$ cat config.mk
export PLATFORM = sky130hd
export DESIGN_NAME = instr_loader_flat
export DESIGN_NICKNAME = d
export VERILOG_FILES = /design/src/rtl/instr_loader_pkg.sv /design/src/rtl/instr_loader_if.sv /design/src/rtl/instr_ram.sv /design/src/rtl/instr_loader.sv /design/src/flat_wrapper.sv
export SDC_FILE = /design/constraint.sdc
export NUM_CORES = 1
export LEC_CHECK = 0
export BUFFER_PORTS_ARGS = -buffer_cell sky130_fd_sc_hd__buf_4
export CORE_ASPECT_RATIO = 1.1
export CORE_MARGIN = 3
export CORE_UTILIZATION = 40
export CTS_BUF_LIST = sky130_fd_sc_hd__clkbuf_4 sky130_fd_sc_hd__clkbuf_8
export DETAILED_ROUTE_END_ITERATION = 6
export GPL_TIMING_DRIVEN = 0
export PLACE_DENSITY = 0.56
export RECOVER_POWER = 25
export SLEW_MARGIN = 10
export SYNTH_ARGS = -nofsm -noshare
export SYNTH_HDL_FRONTEND = slang
export SYNTH_HIERARCHICAL = 1
export SYNTH_SLANG_ARGS = --single-unit
$ cat constraint.sdc
create_clock -name clk -period 5.35 [get_ports clk]
set_input_delay 0.2675 -clock clk [delete_from_list [all_inputs] [get_ports clk]]
set_output_delay 0.2675 -clock clk [all_outputs]
set_load 0.1 [all_outputs]
$ cat src/rtl/instr_loader_pkg.sv
// Shared definitions for the instruction loader: FSM encoding, sizing defaults
// and the bit positions of the fields inside an 8-bit instruction.
package instr_loader_pkg;

  typedef enum logic [1:0] {
    ST_IDLE = 2'd0,
    ST_LOAD = 2'd1,
    ST_RUN  = 2'd2
  } state_t;

  localparam int         DEPTH_DEFAULT = 64;
  localparam logic [7:0] FILL_DEFAULT  = 8'h00;
  localparam int         LEN_W         = 7;

  // Instruction byte layout: {op, rs, rt, rd/imm}, two bits each.
  localparam int FIELD_W = 2;
  localparam int OP_LSB  = 6;
  localparam int RS_LSB  = 4;
  localparam int RT_LSB  = 2;
  localparam int RD_LSB  = 0;

  function automatic logic [FIELD_W-1:0] instr_op(input logic [7:0] instr);
    return instr[OP_LSB +: FIELD_W];
  endfunction

endpackage

$ cat src/rtl/instr_loader_if.sv
// Byte-stream load channel, instruction fetch port and run-control status
// shared between the program source / processor and the loader.
interface instr_loader_if;

  logic       load_start;
  logic       load_valid;
  logic [7:0] load_data;
  logic       load_last;
  logic       load_ready;

  logic [7:0] read_address;
  logic [7:0] instruction;

  logic       cpu_reset;
  logic [6:0] prog_len;
  logic       overflow;

  modport master (
    output load_start, load_valid, load_data, load_last, read_address,
    input  load_ready, instruction, cpu_reset, prog_len, overflow
  );

  modport slave (
    input  load_start, load_valid, load_data, load_last, read_address,
    output load_ready, instruction, cpu_reset, prog_len, overflow
  );

endinterface

$ cat src/rtl/instr_ram.sv
// Instruction storage: synchronous write, asynchronous (zero-latency) read.
// Contents are deliberately not reset; the loader masks stale words.
module instr_ram #(
  parameter int DEPTH = 64,
  parameter int AW    = 6
) (
  input  logic          clk,
  input  logic          we,
  input  logic [AW-1:0] waddr,
  input  logic [7:0]    wdata,
  input  logic [AW-1:0] raddr,
  output logic [7:0]    rdata
);

  logic [7:0] mem [DEPTH];

  always_ff @(posedge clk) begin
    if (we) begin
      mem[waddr] <= wdata;
    end
  end

  assign rdata = mem[raddr];

endmodule

$ cat src/rtl/instr_loader.sv
// Loads a program byte stream into instruction memory while holding the
// processor in reset, then releases it and serves fetches combinationally.
module instr_loader
  import instr_loader_pkg::*;
#(
  parameter int         DEPTH = DEPTH_DEFAULT,
  parameter logic [7:0] FILL  = FILL_DEFAULT
) (
  input  logic               clk,
  input  logic               rst,
  instr_loader_if.slave      bus
);

  localparam int AW = (DEPTH > 1) ? $clog2(DEPTH) : 1;

  state_t           state_reg;
  logic [LEN_W-1:0] wr_ptr_reg;
  logic             overflow_reg;
  logic             ready_reg;
  logic             cpu_reset_reg;

  logic             load_ready;
  logic             accept;
  logic             last_slot;
  logic             in_range;
  logic [7:0]       ram_rdata;

  // A restart pulse wins over any byte presented in the same cycle.
  assign load_ready = ready_reg & ~bus.load_start;
  assign accept     = bus.load_valid & load_ready;
  assign last_slot  = (wr_ptr_reg == LEN_W'(DEPTH - 1));

  always_ff @(posedge clk or posedge rst) begin
    if (rst) begin
      state_reg     <= ST_IDLE;
      wr_ptr_reg    <= '0;
      overflow_reg  <= 1'b0;
      ready_reg     <= 1'b0;
      cpu_reset_reg <= 1'b1;
    end else begin
      case (state_reg)
        ST_IDLE, ST_RUN: begin
          if (bus.load_start) begin
            state_reg     <= ST_LOAD;
            wr_ptr_reg    <= '0;
            overflow_reg  <= 1'b0;
            ready_reg     <= 1'b1;
            cpu_reset_reg <= 1'b1;
          end
        end
        ST_LOAD: begin
          if (bus.load_start) begin
            wr_ptr_reg   <= '0;
            overflow_reg <= 1'b0;
          end else if (accept) begin
            wr_ptr_reg <= wr_ptr_reg + 1'b1;
            if (bus.load_last || last_slot) begin
              state_reg     <= ST_RUN;
              ready_reg     <= 1'b0;
              cpu_reset_reg <= 1'b0;
              overflow_reg  <= ~bus.load_last;
            end
          end
        end
        default: begin
          state_reg     <= ST_IDLE;
          wr_ptr_reg    <= '0;
          overflow_reg  <= 1'b0;
          ready_reg     <= 1'b0;
          cpu_reset_reg <= 1'b1;
        end
      endcase
    end
  end

  instr_ram #(
    .DEPTH (DEPTH),
    .AW    (AW)
  ) u_ram (
    .clk   (clk),
    .we    (accept),
    .waddr (wr_ptr_reg[AW-1:0]),
    .wdata (bus.load_data),
    .raddr (bus.read_address[AW-1:0]),
    .rdata (ram_rdata)
  );

  // prog_len masks both stale words and addresses beyond the array.
  assign in_range = (bus.read_address < {1'b0, wr_ptr_reg}) &&
                    (int'(bus.read_address) < DEPTH);

  assign bus.instruction = in_range ? ram_rdata : FILL;
  assign bus.load_ready  = load_ready;
  assign bus.cpu_reset   = cpu_reset_reg;
  assign bus.prog_len    = wr_ptr_reg;
  assign bus.overflow    = overflow_reg;

endmodule

$ cat src/flat_wrapper.sv
// flat-port wrapper written by rule: the top's interface ports become plain ports
module instr_loader_flat import instr_loader_pkg::*;
#(
  parameter int         DEPTH = DEPTH_DEFAULT,
  parameter logic [7:0] FILL  = FILL_DEFAULT
)
  (clk, rst, bus_load_start, bus_load_valid, bus_load_data, bus_load_last, bus_read_address, bus_load_ready, bus_instruction, bus_cpu_reset, bus_prog_len, bus_overflow);
  instr_loader_if bus_i ();
  input  logic clk;
  input  logic rst;
  input wire logic [$bits(bus_i.load_start)-1:0] bus_load_start;
  input wire logic [$bits(bus_i.load_valid)-1:0] bus_load_valid;
  input wire logic [$bits(bus_i.load_data)-1:0] bus_load_data;
  input wire logic [$bits(bus_i.load_last)-1:0] bus_load_last;
  input wire logic [$bits(bus_i.read_address)-1:0] bus_read_address;
  output wire logic [$bits(bus_i.load_ready)-1:0] bus_load_ready;
  output wire logic [$bits(bus_i.instruction)-1:0] bus_instruction;
  output wire logic [$bits(bus_i.cpu_reset)-1:0] bus_cpu_reset;
  output wire logic [$bits(bus_i.prog_len)-1:0] bus_prog_len;
  output wire logic [$bits(bus_i.overflow)-1:0] bus_overflow;
  assign bus_i.load_start = bus_load_start;
  assign bus_i.load_valid = bus_load_valid;
  assign bus_i.load_data = bus_load_data;
  assign bus_i.load_last = bus_load_last;
  assign bus_i.read_address = bus_read_address;
  assign bus_load_ready = bus_i.load_ready;
  assign bus_instruction = bus_i.instruction;
  assign bus_cpu_reset = bus_i.cpu_reset;
  assign bus_prog_len = bus_i.prog_len;
  assign bus_overflow = bus_i.overflow;
  instr_loader #(.DEPTH(DEPTH), .FILL(FILL)) u_core (.clk(clk), .rst(rst), .bus(bus_i));
endmodule
Word level (Yosys, flattened, before mapping)
Memory sizes are Yosys's and may differ from the RTL's. Cells that the tools add are included. Widths: inputs -> output; s select.

ROM bits: 0. Bits in registers: 12. Input bits: 21. Word-level logic and storage cells: 52. Memories: 1. Output and inout port bits: 18. Bits in latches: 0. Bits in writable memories: 512.

Div/mod/pow operators: 0. Shifts and indexed selects: 0. Muxes and demuxes: 23. Bitwise operators: 4. Order comparisons: 2. Reduce and logical (&&, ||, !) cells: 7. $mul: 0. Equality and inequality tests: 9. Add/sub/neg operators: 1.

Memory list: u_core.u_ram.mem (depth 64, width 8, rd ports 1, clocked after memory_dff 0, write ports 1, RTL line instr_ram.sv:15) `logic [7:0] mem [DEPTH];`.

Operator list (number): $mux 7 (3); $pmux 7 s2 (1); $mux 1 (10); $lt 8x7->1 (1); $lt 8x7->1 const B (1); $mux 2 (4); $mux 8 (1); $add 7x1->7 const B (1); $eq 7x6->1 const B (1); $ne 3x2->1 const B (2); $pmux 1 s2 (3); $ne 2x1->1 const B (2); $ne 2x2->1 const B (2); $pmux 2 s2 (1); $reduce_and 4->1 (1); $reduce_and 3->1 (1); $and 1x1->1 (2); $eq 2x1->1 const B (1); $eq 2x2->1 const B (1); $logic_not 2->1 (1); $not 1->1 (2); $reduce_and 2->1 (1); $reduce_or 2->1 (1); $logic_and 1x1->1 (1); $logic_or 1x1->1 (1).

Logic depth before layout (Yosys ltp)
Depth in word-level cells: 6. Gate-level depth with buffers: 10. Depth with buffers taken out: 6.

Hierarchy
The synthesis kept the hierarchy.

Modules (own cells, without submodules): instr_ram (cells an instance 932, area an instance 20006.7 um^2, sequential area each 15374.7 um^2, times used 1); instr_loader (cells an instance 100, area an instance 902.1 um^2, sequential area each 301.5 um^2, times used 1).

Least setup slack after synthesis
OpenSTA, ideal clock, no wires.

Kind: flip-flop to output port. Start point: reg u_core.wr_ptr_reg[1], in the netlist u_core/bus.prog_len[1]. End point: out bus_instruction[0]. Required time: 5.083 ns. Data arrival time: 4.917 ns. Slack: 0.165 ns. Cell stages (with the launch flop): 7. Path through: dfrtp_1 -> inv_1 -> ha_1 -> or3b_1 -> o2111ai_2 -> a31oi_4 -> nor4bb_1.

Cells in the longest elaborated chain, start to end: 3.

RTL lines: start, declared (RTL line instr_loader.sv:17) `logic [LEN_W-1:0] wr_ptr_reg;`; start signal, assigned (RTL line instr_loader.sv:56) `wr_ptr_reg <= wr_ptr_reg + 1'b1;`; $lt 8x7->1 (RTL line instr_loader.sv:89) `assign in_range = (bus.read_address < {1'b0, wr_ptr_reg}) &&`; $logic_and 1x1->1 (RTL line instr_loader.sv:89); $mux 8 (RTL line instr_loader.sv:92) `assign bus.instruction = in_range ? ram_rdata : FILL;`; end, declared (RTL line flat_wrapper.sv:17) `output wire logic [$bits(bus_i.instruction)-1:0] bus_instruction;`.

No other way between the ends.

Worst setup path in the final report
Start point: in bus_read_address[1]. End point: out bus_instruction[4].

RTL lines: start, declared (RTL line flat_wrapper.sv:15) `input wire logic [$bits(bus_i.read_address)-1:0] bus_read_address;`; $mem_v2 64x8; via u_core.ram_rdata[4] (RTL line instr_loader.sv:26) `logic [7:0] ram_rdata;`; $mux 8 (RTL line instr_loader.sv:92).

The timed path passes the listed nets, and every way through them passes these cells.

==> results.sh <==
export IMPL_fin_cells=1890
export IMPL_grt_max_degree=65
export IMPL_crit_path_start_kind="input port"
export IMPL_p_comb_share_pct=5.5
export IMPL_seqCellArea_sq_um=15700
export IMPL_cp_data_required_time_ps=5080
export IMPL_max_cap_violations=6
export IMPL_antenna_found_initial=1
export IMPL_io_buffers=38
export IMPL_yosys_register_bits=524
export IMPL_fin_area_sq_um=23700
export IMPL_vdd_ir_drop_worst_mv=0.167
export IMPL_ys_seq_area_share_pct=75.0
export IMPL_fillers=4323
export IMPL_worst_hold_path_type="in2reg"
export IMPL_grt_use_total_pct=19.7
export IMPL_powerDensity_nw_per_um2=352
export IMPL_postSynthAreaPerCell_sq_um=20.3
export IMPL_min_period_ps=4190
export IMPL_cts_buffer_depth=3
export IMPL_cp_cell_sequence="buf_4 > buf_4 > buf_2 > buf_1 > mux4_2 > mux2i_1 > nand3_1 > nand3_1 > o32ai_1 > nor4bb_1 > buf_4"
export IMPL_dieWidth_um=224
export IMPL_post_cts_buffers=0
export IMPL_crit_path_end_kind="output pin"
export IMPL_sw_frac_of_total_pct=21.5
export IMPL_syn_cell_area_sq_um=20900
export IMPL_critPathSlowestCell="buf_1"
export IMPL_post_route_period_util_pct=78.3
export IMPL_syn_num_nets=1060
export IMPL_grt_pass1_wl_um=76400
export IMPL_status="complete, but fails checks"
export IMPL_p_sw_mw=1.79
export IMPL_min_from="bus_load_start"
export IMPL_fin_ws_ps=1160
export IMPL_setup_viol=0
export IMPL_synth_cell_types=57
export IMPL_synth_edf_count=512
export IMPL_num_rows=87
export IMPL_place_gp_congestion=0.839
export IMPL_hold_ws_ps=122
export IMPL_p_leak_nw=7.46
export IMPL_async_reset_ff_share_pct=2.29
export IMPL_vias=10800
export IMPL_clockPowerShare_pct=40.3
export IMPL_worstPathMaxFanout=10
export IMPL_ys_flop_type="edfxtp_1"
export IMPL_cp_num_buf_inv=5
export IMPL_largest_reg_flops=512
export IMPL_rsz0062_at_grt="no"
export IMPL_fp_dieH_um=246
export IMPL_crit_start="bus_read_address[1]"
export IMPL_fin_setup_tns_ps=0
export IMPL_ant_nets=0
export IMPL_cts_buffers=83
export IMPL_routedWlPerCell_um=28.2
export IMPL_max_slew_worst_pin_slew_ps=3130
export IMPL_cts_clk_slew_worst_paths_ps=60
export IMPL_gr_total_overflow=0
export IMPL_die_area_sq_um=55100
export IMPL_tritoncts_num_sinks=524
export IMPL_dp_slack_ps=1230
export IMPL_drt_iter0_drc=995
export IMPL_wl_um=53200
export IMPL_cts_tree="yes"
export IMPL_max_stage_delay_ps=860
export IMPL_drc=0
export IMPL_dr_wl_met2_um=25800
export IMPL_max_slew_margin_rel_pct=-109
export IMPL_final_common_cell="edfxtp_1"
export IMPL_ys_warn_count=6
export IMPL_postSynthCellCount=1032
export IMPL_drive_above_1_share_pct=28.4
export IMPL_first_pass_iters=7
export IMPL_crit_path_frequent_cell="buf_4"
export IMPL_dp_cells=1737
export IMPL_maxSlewViolCount=390
export IMPL_violations="capacitance limit, slew limit"
export IMPL_final_cell_mix="512 x edfxtp_1, 126 x mux4_2, 94 x nor2_1"
export IMPL_ioPinCount=39
export IMPL_routed_via_density=5.69
export IMPL_p_int_mw=6.55
export IMPL_nets=1186
export IMPL_crit_type="in2out"
export IMPL_cts_htree_levels=3
export IMPL_wl_met1_um=21800
export IMPL_crit_family="buffers and inverters"
export IMPL_fin_skew_ps=34.5
export IMPL_dpl_cell_area_sq_um=22000
export IMPL_start_util_pct=40.6
export IMPL_areaGrowthSynthToFinish_pct=13.4
export IMPL_top_layer="met4"
export IMPL_crit_arrival_ps=3920
export IMPL_route_met3_wl_um=4170
export IMPL_fin_util_pct=46.0
export IMPL_root_buffer="clkbuf_8"
export IMPL_multi_input_comb_area_sq_um=4880
export IMPL_fp_coreArea_sq_um=51500
export IMPL_clock_latency_ps=640
export IMPL_fmax_mhz=239
export IMPL_place_hpwl_um=33700
export IMPL_reg2reg_from="u_core/ready_reg"
export IMPL_p_total_mw=8.33
export IMPL_hold_viol=0
export IMPL_grt_pass1_vias=11100
export IMPL_seqPwrFrac_pct=54.2
-- power groups by stage --
stage                     sequential (mW)  clock [mW]  combinational [mW]
after global placement               4.59           0               0.456
after detailed placement             4.59           0               0.463
after floorplan                      4.61           0               0.241
final                                4.52        3.36               0.458
after CTS                            4.51        3.46               0.465
after global routing                 4.51        3.66               0.486
-- tightest hold or removal path: stages --
cell and delay (ps):
buf_4 100, or3b_1 170, o21a_1 130, o21ai_1 50
-- cell type report --
| cell class | count | share of cell area [%] |
|---|---|---|
| clock buffers | 122 | 6.27 |
| flip-flops and latches | 524 | 66.1 |
| inverters | 9 | 0.143 |
| well taps | 667 | 3.52 |
| repair buffers | 41 | 1.24 |
| multi-input cells | 446 | 20.6 |
| clock inverters | 27 | 0.723 |
| plain buffers | 53 | 1.37 |
| diodes | 1 | 0.0106 |
-- per-layer routing --
layer	track usage, %	vias up
met5	0	-
met4	7.08	0
met3	5.18	84
met2	31.8	435
met1	25.9	5703
li1	-	4537
-- path summary, 6_finish.rpt --
| kind | end | slack (ps) | cells after the start |
|---|---|---|---|
| max | bus_instruction[4] | 1160 | 11 |
| min | u_core/bus.prog_len[2] | 120 | 4 |
| max in group asynchronous | u_core/bus.cpu_reset | 4770 | 3 |
| min reg2reg | u_core/bus.overflow | 500 | 1 |
| max reg2reg | u_core/u_ram/mem[14][7] | 2120 | 5 |
| min in group asynchronous | u_core/bus.prog_len[1] | 200 | 3 |
-- cells by family (layout without fill, tap and decap cells) --
group / count (synthesis) / in the layout / synth area share (%)
compound gates: 78 / 78 / 2.85
fa+ha+maj: 7 / 7 / 0.419
simple gates: 196 / 196 / 4.54
xor+xnor: 3 / 3 / 0.126
other cells: 0 / 1 / 0
buf+inv: 62 / 252 / 1.71
mux: 162 / 162 / 15.4
flops: 524 / 524 / 75.0
-- what timing repair did --
item,CTS,global route
hold buffers,3,0
endpoints found under the hold margin,16,0
gates resized for setup,0,0
-- synthesized netlist by cell type, types with 3 or more instances --
master | n | area share (%)
nand3_1 | 18 | 0.43
clkbuf_1 | 19 | 0.34
a22oi_1 | 3 | 0.11
nand4_1 | 3 | 0.090
o22ai_1 | 8 | 0.24
nor2b_1 | 14 | 0.42
nor4bb_1 | 8 | 0.38
buf_4 | 13 | 0.47
o21a_1 | 5 | 0.18
buf_2 | 11 | 0.26
o221ai_1 | 8 | 0.34
o21ai_0 | 7 | 0.17
o21ai_1 | 4 | 0.096
dfrtp_1 | 11 | 1.3
o2111ai_1 | 3 | 0.13
nor2_1 | 94 | 1.7
xnor2_1 | 3 | 0.13
buf_1 | 4 | 0.072
inv_1 | 8 | 0.14
nand2b_1 | 8 | 0.24
a21oi_1 | 7 | 0.17
a221oi_1 | 6 | 0.25
nor3_1 | 11 | 0.26
mux2i_1 | 23 | 1.1
nand3b_1 | 3 | 0.11
o2bb2ai_1 | 3 | 0.13
a211oi_1 | 6 | 0.22
ha_1 | 7 | 0.42
mux2_2 | 13 | 0.70
buf_6 | 4 | 0.22
nand2_1 | 24 | 0.43
mux4_2 | 126 | 14
edfxtp_1 | 512 | 74
Power figures use the tool's default switching activity.
